==> src/rtl/reset_sequencer.sv <==
// reset_sequencer
// Staged reset controller: holds every subsystem in reset for a power-on
// interval, then releases DDR, network and SoC in order, waiting for each
// completion indication. A missing indication times out and restarts the
// sequence; too many timeouts park the controller in FAIL until sys_rst_i.
// All outputs come straight from flops, updated on the same edge as the
// state so they always match state_o.

`timescale 1ns/1ps

module reset_sequencer #(
    parameter int unsigned CNT_W          = 24,
    parameter int unsigned POR_CYCLES     = 1024,
    parameter int unsigned TIMEOUT_CYCLES = 1048576,
    parameter int unsigned STAGE_GAP      = 16,
    parameter int unsigned MAX_RETRIES    = 3
) (
    input  logic       sys_clk_i,
    input  logic       sys_rst_i,
    input  logic       ddr_calib_done_i,
    input  logic       net_resetdone_i,
    output logic       ddr_rst_o,
    output logic       net_rst_o,
    output logic       soc_rst_n_o,
    output logic       resetdone_o,
    output logic       timeout_o,
    output logic       fail_o,
    output logic [2:0] state_o
);

    localparam int unsigned RETRY_W = $clog2(MAX_RETRIES + 1);

    localparam logic [CNT_W-1:0]   POR_LAST   = CNT_W'(POR_CYCLES - 1);
    localparam logic [CNT_W-1:0]   TO_LAST    = CNT_W'(TIMEOUT_CYCLES - 1);
    localparam logic [CNT_W-1:0]   GAP_LAST   = CNT_W'(STAGE_GAP - 1);
    localparam logic [CNT_W-1:0]   CNT_ZERO   = CNT_W'(0);
    localparam logic [CNT_W-1:0]   CNT_ONE    = CNT_W'(1);
    localparam logic [RETRY_W-1:0] RETRY_MAX  = RETRY_W'(MAX_RETRIES);
    localparam logic [RETRY_W-1:0] RETRY_ZERO = RETRY_W'(0);
    localparam logic [RETRY_W-1:0] RETRY_ONE  = RETRY_W'(1);

    typedef enum logic [2:0] {
        ST_POR      = 3'd0,
        ST_DDR_WAIT = 3'd1,
        ST_NET_WAIT = 3'd2,
        ST_SOC_GAP  = 3'd3,
        ST_RUN      = 3'd4,
        ST_FAIL     = 3'd5
    } state_t;

    // Synchronizer flops for the asynchronous completion inputs
    logic ddr_sync1_r;
    logic ddr_sync2_r;
    logic net_sync1_r;
    logic net_sync2_r;

    // FSM state and its bookkeeping
    state_t             state_r;
    state_t             state_nxt_s;
    logic [CNT_W-1:0]   cnt_r;
    logic [CNT_W-1:0]   cnt_nxt_s;
    logic [RETRY_W-1:0] retry_r;
    logic [RETRY_W-1:0] retry_nxt_s;
    logic [RETRY_W-1:0] retry_inc_s;
    logic               timeout_evt_s;

    // Output values decoded from the next state, and their registers
    logic ddr_rst_s;
    logic net_rst_s;
    logic soc_rst_n_s;
    logic resetdone_s;
    logic timeout_s;
    logic fail_s;
    logic ddr_rst_r;
    logic net_rst_r;
    logic soc_rst_n_r;
    logic resetdone_r;
    logic timeout_r;
    logic fail_r;

    // Two-flop synchronizers; cleared by reset so stale highs never leak in
    always_ff @(posedge sys_clk_i) begin
        if (sys_rst_i) begin
            ddr_sync1_r <= 1'b0;
            ddr_sync2_r <= 1'b0;
            net_sync1_r <= 1'b0;
            net_sync2_r <= 1'b0;
        end else begin
            ddr_sync1_r <= ddr_calib_done_i;
            ddr_sync2_r <= ddr_sync1_r;
            net_sync1_r <= net_resetdone_i;
            net_sync2_r <= net_sync1_r;
        end
    end

    // State, counter and retry registers
    always_ff @(posedge sys_clk_i) begin
        if (sys_rst_i) begin
            state_r <= ST_POR;
            cnt_r   <= CNT_ZERO;
            retry_r <= RETRY_ZERO;
        end else begin
            state_r <= state_nxt_s;
            cnt_r   <= cnt_nxt_s;
            retry_r <= retry_nxt_s;
        end
    end

    // Saturating retry increment used by the timeout action
    always_comb begin
        if (retry_r == RETRY_MAX) begin
            retry_inc_s = retry_r;
        end else begin
            retry_inc_s = retry_r + RETRY_ONE;
        end
    end

    // Next-state logic: terminal counts, done handling (done beats timeout)
    always_comb begin
        state_nxt_s   = state_r;
        cnt_nxt_s     = cnt_r;
        retry_nxt_s   = retry_r;
        timeout_evt_s = 1'b0;
        case (state_r)
            ST_POR: begin
                if (cnt_r == POR_LAST) begin
                    state_nxt_s = ST_DDR_WAIT;
                    cnt_nxt_s   = CNT_ZERO;
                end else begin
                    cnt_nxt_s   = cnt_r + CNT_ONE;
                end
            end
            ST_DDR_WAIT: begin
                if (ddr_sync2_r) begin
                    state_nxt_s = ST_NET_WAIT;
                    cnt_nxt_s   = CNT_ZERO;
                end else if (cnt_r == TO_LAST) begin
                    timeout_evt_s = 1'b1;
                    retry_nxt_s   = retry_inc_s;
                    cnt_nxt_s     = CNT_ZERO;
                    state_nxt_s   = (retry_inc_s == RETRY_MAX) ? ST_FAIL : ST_POR;
                end else begin
                    cnt_nxt_s   = cnt_r + CNT_ONE;
                end
            end
            ST_NET_WAIT: begin
                if (net_sync2_r) begin
                    state_nxt_s = ST_SOC_GAP;
                    cnt_nxt_s   = CNT_ZERO;
                end else if (cnt_r == TO_LAST) begin
                    timeout_evt_s = 1'b1;
                    retry_nxt_s   = retry_inc_s;
                    cnt_nxt_s     = CNT_ZERO;
                    state_nxt_s   = (retry_inc_s == RETRY_MAX) ? ST_FAIL : ST_POR;
                end else begin
                    cnt_nxt_s   = cnt_r + CNT_ONE;
                end
            end
            ST_SOC_GAP: begin
                if (cnt_r == GAP_LAST) begin
                    state_nxt_s = ST_RUN;
                    cnt_nxt_s   = CNT_ZERO;
                end else begin
                    cnt_nxt_s   = cnt_r + CNT_ONE;
                end
            end
            ST_RUN: begin
                cnt_nxt_s = CNT_ZERO;
                if (!ddr_sync2_r || !net_sync2_r) begin
                    state_nxt_s = ST_POR;
                end else begin
                    state_nxt_s = ST_RUN;
                end
            end
            ST_FAIL: begin
                cnt_nxt_s   = CNT_ZERO;
                state_nxt_s = ST_FAIL;
            end
            default: begin
                cnt_nxt_s   = CNT_ZERO;
                state_nxt_s = ST_POR;
            end
        endcase
    end

    // Output decode from the next state so registered outputs track state_o
    always_comb begin
        ddr_rst_s   = 1'b1;
        net_rst_s   = 1'b1;
        soc_rst_n_s = 1'b0;
        resetdone_s = 1'b0;
        fail_s      = 1'b0;
        timeout_s   = timeout_r | timeout_evt_s;
        case (state_nxt_s)
            ST_POR: begin
                ddr_rst_s = 1'b1;
            end
            ST_DDR_WAIT: begin
                ddr_rst_s = 1'b0;
            end
            ST_NET_WAIT, ST_SOC_GAP: begin
                ddr_rst_s = 1'b0;
                net_rst_s = 1'b0;
            end
            ST_RUN: begin
                ddr_rst_s   = 1'b0;
                net_rst_s   = 1'b0;
                soc_rst_n_s = 1'b1;
                resetdone_s = 1'b1;
            end
            ST_FAIL: begin
                fail_s = 1'b1;
            end
            default: begin
                ddr_rst_s = 1'b1;
            end
        endcase
    end

    // Output registers
    always_ff @(posedge sys_clk_i) begin
        if (sys_rst_i) begin
            ddr_rst_r   <= 1'b1;
            net_rst_r   <= 1'b1;
            soc_rst_n_r <= 1'b0;
            resetdone_r <= 1'b0;
            timeout_r   <= 1'b0;
            fail_r      <= 1'b0;
        end else begin
            ddr_rst_r   <= ddr_rst_s;
            net_rst_r   <= net_rst_s;
            soc_rst_n_r <= soc_rst_n_s;
            resetdone_r <= resetdone_s;
            timeout_r   <= timeout_s;
            fail_r      <= fail_s;
        end
    end

    assign ddr_rst_o   = ddr_rst_r;
    assign net_rst_o   = net_rst_r;
    assign soc_rst_n_o = soc_rst_n_r;
    assign resetdone_o = resetdone_r;
    assign timeout_o   = timeout_r;
    assign fail_o      = fail_r;
    assign state_o     = state_r;

endmodule

==> config.mk <==
export PLATFORM = sky130hd
export DESIGN_NAME = reset_sequencer
export DESIGN_NICKNAME = d
export VERILOG_FILES = /design/src/rtl/reset_sequencer.sv
export SDC_FILE = /design/constraint.sdc
export NUM_CORES = 1
export LEC_CHECK = 0
export ABC_AREA = 1
export CAP_MARGIN = 20
export CORE_UTILIZATION = 35
export CTS_CLUSTER_DIAMETER = 100
export CTS_CLUSTER_SIZE = 8
export DETAILED_ROUTE_END_ITERATION = 7
export PLACE_DENSITY = 0.54
export SLEW_MARGIN = 20
export SYNTH_ARGS = -nofsm -noshare
export SYNTH_HDL_FRONTEND = slang
export SYNTH_SLANG_ARGS = --single-unit
==> constraint.sdc <==
create_clock -name sys_clk_i -period 2.1 [get_ports sys_clk_i]
set_clock_uncertainty 0.05 [all_clocks]
set_input_delay 0.42 -clock sys_clk_i [delete_from_list [all_inputs] [get_ports sys_clk_i]]
set_output_delay 0.42 -clock sys_clk_i [all_outputs]
set_load 0.005 [all_outputs]
-- After elaboration in Yosys (flattened, before gate mapping)
Cells that the tools add are included.
- output and inout port bits: 9
- word-level logic and storage cells: 67
- register bits after elaboration: 38
- bits of input ports: 4
- reductions and logical operators: 8
- bitwise gates (word level): 1
- mux-type cells: 27
- eq/ne operators: 17
- $add $sub $neg: 2
- operators with widths (operator ; number):
    2-to-1 mux 24 bit ; 5
    case mux 24 bit (4 select lines) ; 1
    adder 24 x 1 -> 24 bit (second input constant) ; 1
    equality test 24 x 10 -> 1 bit (second input constant) ; 1
    equality test 24 x 20 -> 1 bit (second input constant) ; 1
    equality test 24 x 4 -> 1 bit (second input constant) ; 1
    2-to-1 mux 3 bit ; 7
    case mux 3 bit (6 select lines) ; 1
    equality test 3 x 2 -> 1 bit (second input constant) ; 4
    equality test 3 bit (second input constant) ; 4
    2-to-1 mux 2 bit ; 4
    2-to-1 mux 1 bit ; 7
    equality test 3 x 1 -> 1 bit (second input constant) ; 2
    equality test 2 bit (second input constant) ; 2
    != test 2 bit (second input constant) ; 2
    case mux 2 bit (2 select lines) ; 1
    OR reduction 4 bit ; 1
    logical NOT 3 bit ; 1
    AND reduction 3 bit ; 1
    OR reduction 3 bit ; 1
    adder 2 x 1 -> 2 bit (second input constant) ; 1
    logical NOT 1 bit ; 2
    case mux 1 bit (2 select lines) ; 1
    nonzero test 2 bit ; 1
    2 further kinds ; 2

-- Depth between registers and ports, before layout
- word-level depth: 10
- depth in mapped cells: 13
- gate-level depth less buffers: 13

-- Worst setup path after synthesis
Ideal clock, no wire load.
- path type: reg2reg
- start: register cnt_r[0]
- end: register cnt_r[14]
- required time: 1.930 ns
- cell stages (with the launch flop): 12
- buffers on the path: 1
- library setup time: 0.120 ns
- slack: 0.480 ns
- arrival time: 1.450 ns
- period minus slack after synthesis: 1.620 ns
- cells stage by stage: dfxtp_1 -> ha_1 -> nand2_1 -> nor2_4 -> nand2_4 -> nor2_8 -> nand2_4 -> nand2_2 -> nand3_4 -> nand2_2 -> buf_6 -> nor3b_2
- word-level cells in the longest chain between the ends: 4
- elaborated cells on any way between the ends: 10
- those cells by class: add/sub: 1; eq/ne: 3; mux: 6
- ends and longest elaborated chain (element ; RTL line ; source):
    start: declaration ; 60 ; logic [CNT_W-1:0] cnt_r;
    start signal: assignment ; 104 ; cnt_r <= cnt_nxt_s;
    adder 24 x 1 -> 24 bit / equality test 24 x 20 -> 1 bit (equally long branches) ; -- ;
    2-to-1 mux 24 bit ; 137, 150 ;
    2-to-1 mux 24 bit (on tied branches) ; 147, 134 ;
    case mux 24 bit (4 select lines) (*) ; 124 ; case (state_r)
Every way passes the cells marked *; elsewhere a longest branch is shown, timed or not.
A chain may end at the register's enable or synchronous reset.

-- Final worst setup path
- start: register cnt_r[0]
- end: register cnt_r[22]
The elaborated chain is that of the path after synthesis.

==> qor.yml <==
place:
  hpwl_um: 3031
  gp_congestion: 0.8176
  port_buffers: 12
  dp_cells: 353
  placed_cell_area_um2: 2177
  dp_slack_ns: 0.1225
grt:
  gr-total-overflow: 0
  antenna_found_initial: 0
  grt_max_degree: 12
  grt_use_total_pct: 14.55
  grt_pass1_vias: 1528
  grt_pass1_wl_um: 6796
finish:
  multi_input_area_um2: 1030
  layout.nets: 295
  syn2layout_area_growth_pct: 15.44
  fin_util_pct: 43.14
  antenna_cells: 0
  seq_area_um2: 760.7
  fillCellCount: 572
  post_route_cells_drive_above_1_share_pct: 17.53
  finalInstanceArea_um2: 2273
  finalNonFillerCells: 361
  largest_register_ffs: 24
  largest_register: "cnt_r"
floorplan:
  die_h_um: 77.01
  fp.coreArea_um2: 5270
  die_w_um: 77.01
  ios: 13
  start_util_pct: 37.37
  dieArea_um2: 5931
  rows: 26
run:
  maxCapViolations: 0
sta:
  finalSetupViolCount: 0
  fin_crit_sh_pct: 90.09
  slew_headroom_pct: 77.70
  worst_slew_pin_slew_ns: 0.3320
  hold_viol_final: 0
  hold_ws_ns: 0.3518
  clock.fmax_ghz: 0.5286
  rsz0062_at_grt: "no"
  fin_crit_ns: 1.892
  setup_slack_ns: 0.2082
  final.setup.tns_ns: 0
  drv_slew: 0
logic_synthesis:
  yosys.area_share.simple_pct: 40.98
  synth_flop_cell: "dfxtp_1"
  synthAdderAreaFrac_pct: 0.6353
  synthMuxAreaShare_pct: 0
  ys_types: 36
  synth_edf_count: 0
  seq_area_frac_synth_pct: 38.63
  synth_compound_area_share_pct: 7.306
  synth_cells: 271
  ys_warn_count: 0
  yosys.area_share.xor_xnor_pct: 3.113
  syn_area_um2: 1969
  synthArstFlopShare_pct: 0
  synth_top_family_by_area: "simple AND/OR/NAND/NOR gates"
  syn-num-nets: 276
  ys_ff_latch: 38
  syn_area_per_cell_um2: 7.267
setup_path:
  start_kind: "flop"
  arrival_ns: 2.01
  crit_type: "flop to flop"
  reg2reg_depth: 10
  path_max_fanout: 4
  endpoint_kind: "flop"
  crit_required_ns: 2.22
cts:
  clk_pin_slew_ns: 0.07
  cts-root-buf: "clkbuf_8"
  clock-sinks: 38
  htree_levels: 2
  clockBufferDepth: 2
  insertion_delay_ns: 0.28
  postCtsHoldBufs: 0
  cts_buffers: 5
  cts_tree: "yes"
routing:
  routed_wl_um: 3917
  via_per_inst: 4.443
  vias: 1604
  wire_per_inst_um: 10.85
  first_pass_iters: 4
  drc: 0
  antenna_left: 0
  first_iter_violations: 55
power:
  peakVddDrop_mv: 0.3307
  fin_total_pwr_mw: 1.286
  p_leak_nw: 1.053
  p_per_area_nw_per_um2: 565.6
run_status:
  outcome: "finished, final reports clean"
hold_path:
  hold_depth: 2
  hp-class: "flop to flop"
-- cell usage in the layout, fill, tap and decap left out, drive strengths merged, types with 3 or more instances in the layout --
| cell | instances |
|---|---|
| xor2 | 4 |
| o21ai | 11 |
| xnor2 | 3 |
| clkdlybuf4s50 | 12 |
| nand2 | 59 |
| nor3 | 8 |
| dfxtp | 38 |
| a21oi | 5 |
| nor2 | 60 |
| inv | 43 |
| buf | 3 |
| clkbuf | 7 |
| or2 | 3 |
| nand3 | 19 |
-- worst paths after layout --
kind	startpoint	end	slack, ns
setup / recovery	cnt_r[0]	cnt_r[22]	0.21
hold reg to reg	net_sync1_r	net_sync2_r	0.35
setup reg to reg	cnt_r[0]	cnt_r[22]	0.21
hold / removal	net_sync1_r	net_sync2_r	0.35
-- power by group --
part | switching [mW] | internal (mW)
clock | 0.249 | 0.265
combinational | 0.0219 | 0.0167
sequential | 0.00496 | 0.729
-- routing by layer --
metal  track usage, %  part of all wire, %
met3            2.500                  1.9
met1            19.16                   53
met2            23.30                   44
met4            6.226                  1.4
met5                0                    0
-- timing repair --
action,4_1_cts,5_1_grt
endpoints found under the setup margin,0,7
resized for setup,0,1
buffers inserted,0,0
-- layout make-up --
type | instances | share of cell area [%]
multi-input combinational | 187 | 45.29
tap | 70 | 3.853
clock buffer | 7 | 3.797
sequential | 38 | 33.46
timing repair buffer | 15 | 6.274
inverter | 43 | 7.100
clock inverter | 1 | 0.2201
-- cells in the mapped netlist, types with 3 or more instances --
library cell  number  area [µm²]
nor2_1            49       183.9
nand2_1           47       176.4
inv_1             40       150.1
dfxtp_1           38       760.7
nand3_1           13       65.06
nand2_2           10       62.56
o21ai_0           10       50.05
nor2_2             6       37.54
nor3_1             6       30.03
a21oi_1            5       25.02
nand3_2            5       50.05
nor2_4             4       45.04
xor2_1             4       35.03
inv_2              3       11.26
xnor2_1            3       26.28
-- worst max-delay path, cell delays in order, from the launching register on --
cell	delay [ns]
dfxtp_1	0.36
ha_1	0.19
nand2_1	0.10
nor2_4	0.16
nand2_4	0.11
nor2_2	0.18
nand3_1	0.11
nor2_1	0.25
nand3_1	0.13
nand2_1	0.09
nor2_1	0.04
-- cells by family (layout without fill, tap and decap cells) --
family	Yosys count	after routing
fa+ha+maj	1	1
xor+xnor	7	7
simple gates	156	156
flops	38	38
buf+inv	46	66
compound gates	23	23
(Power assumes the default switching activity.)
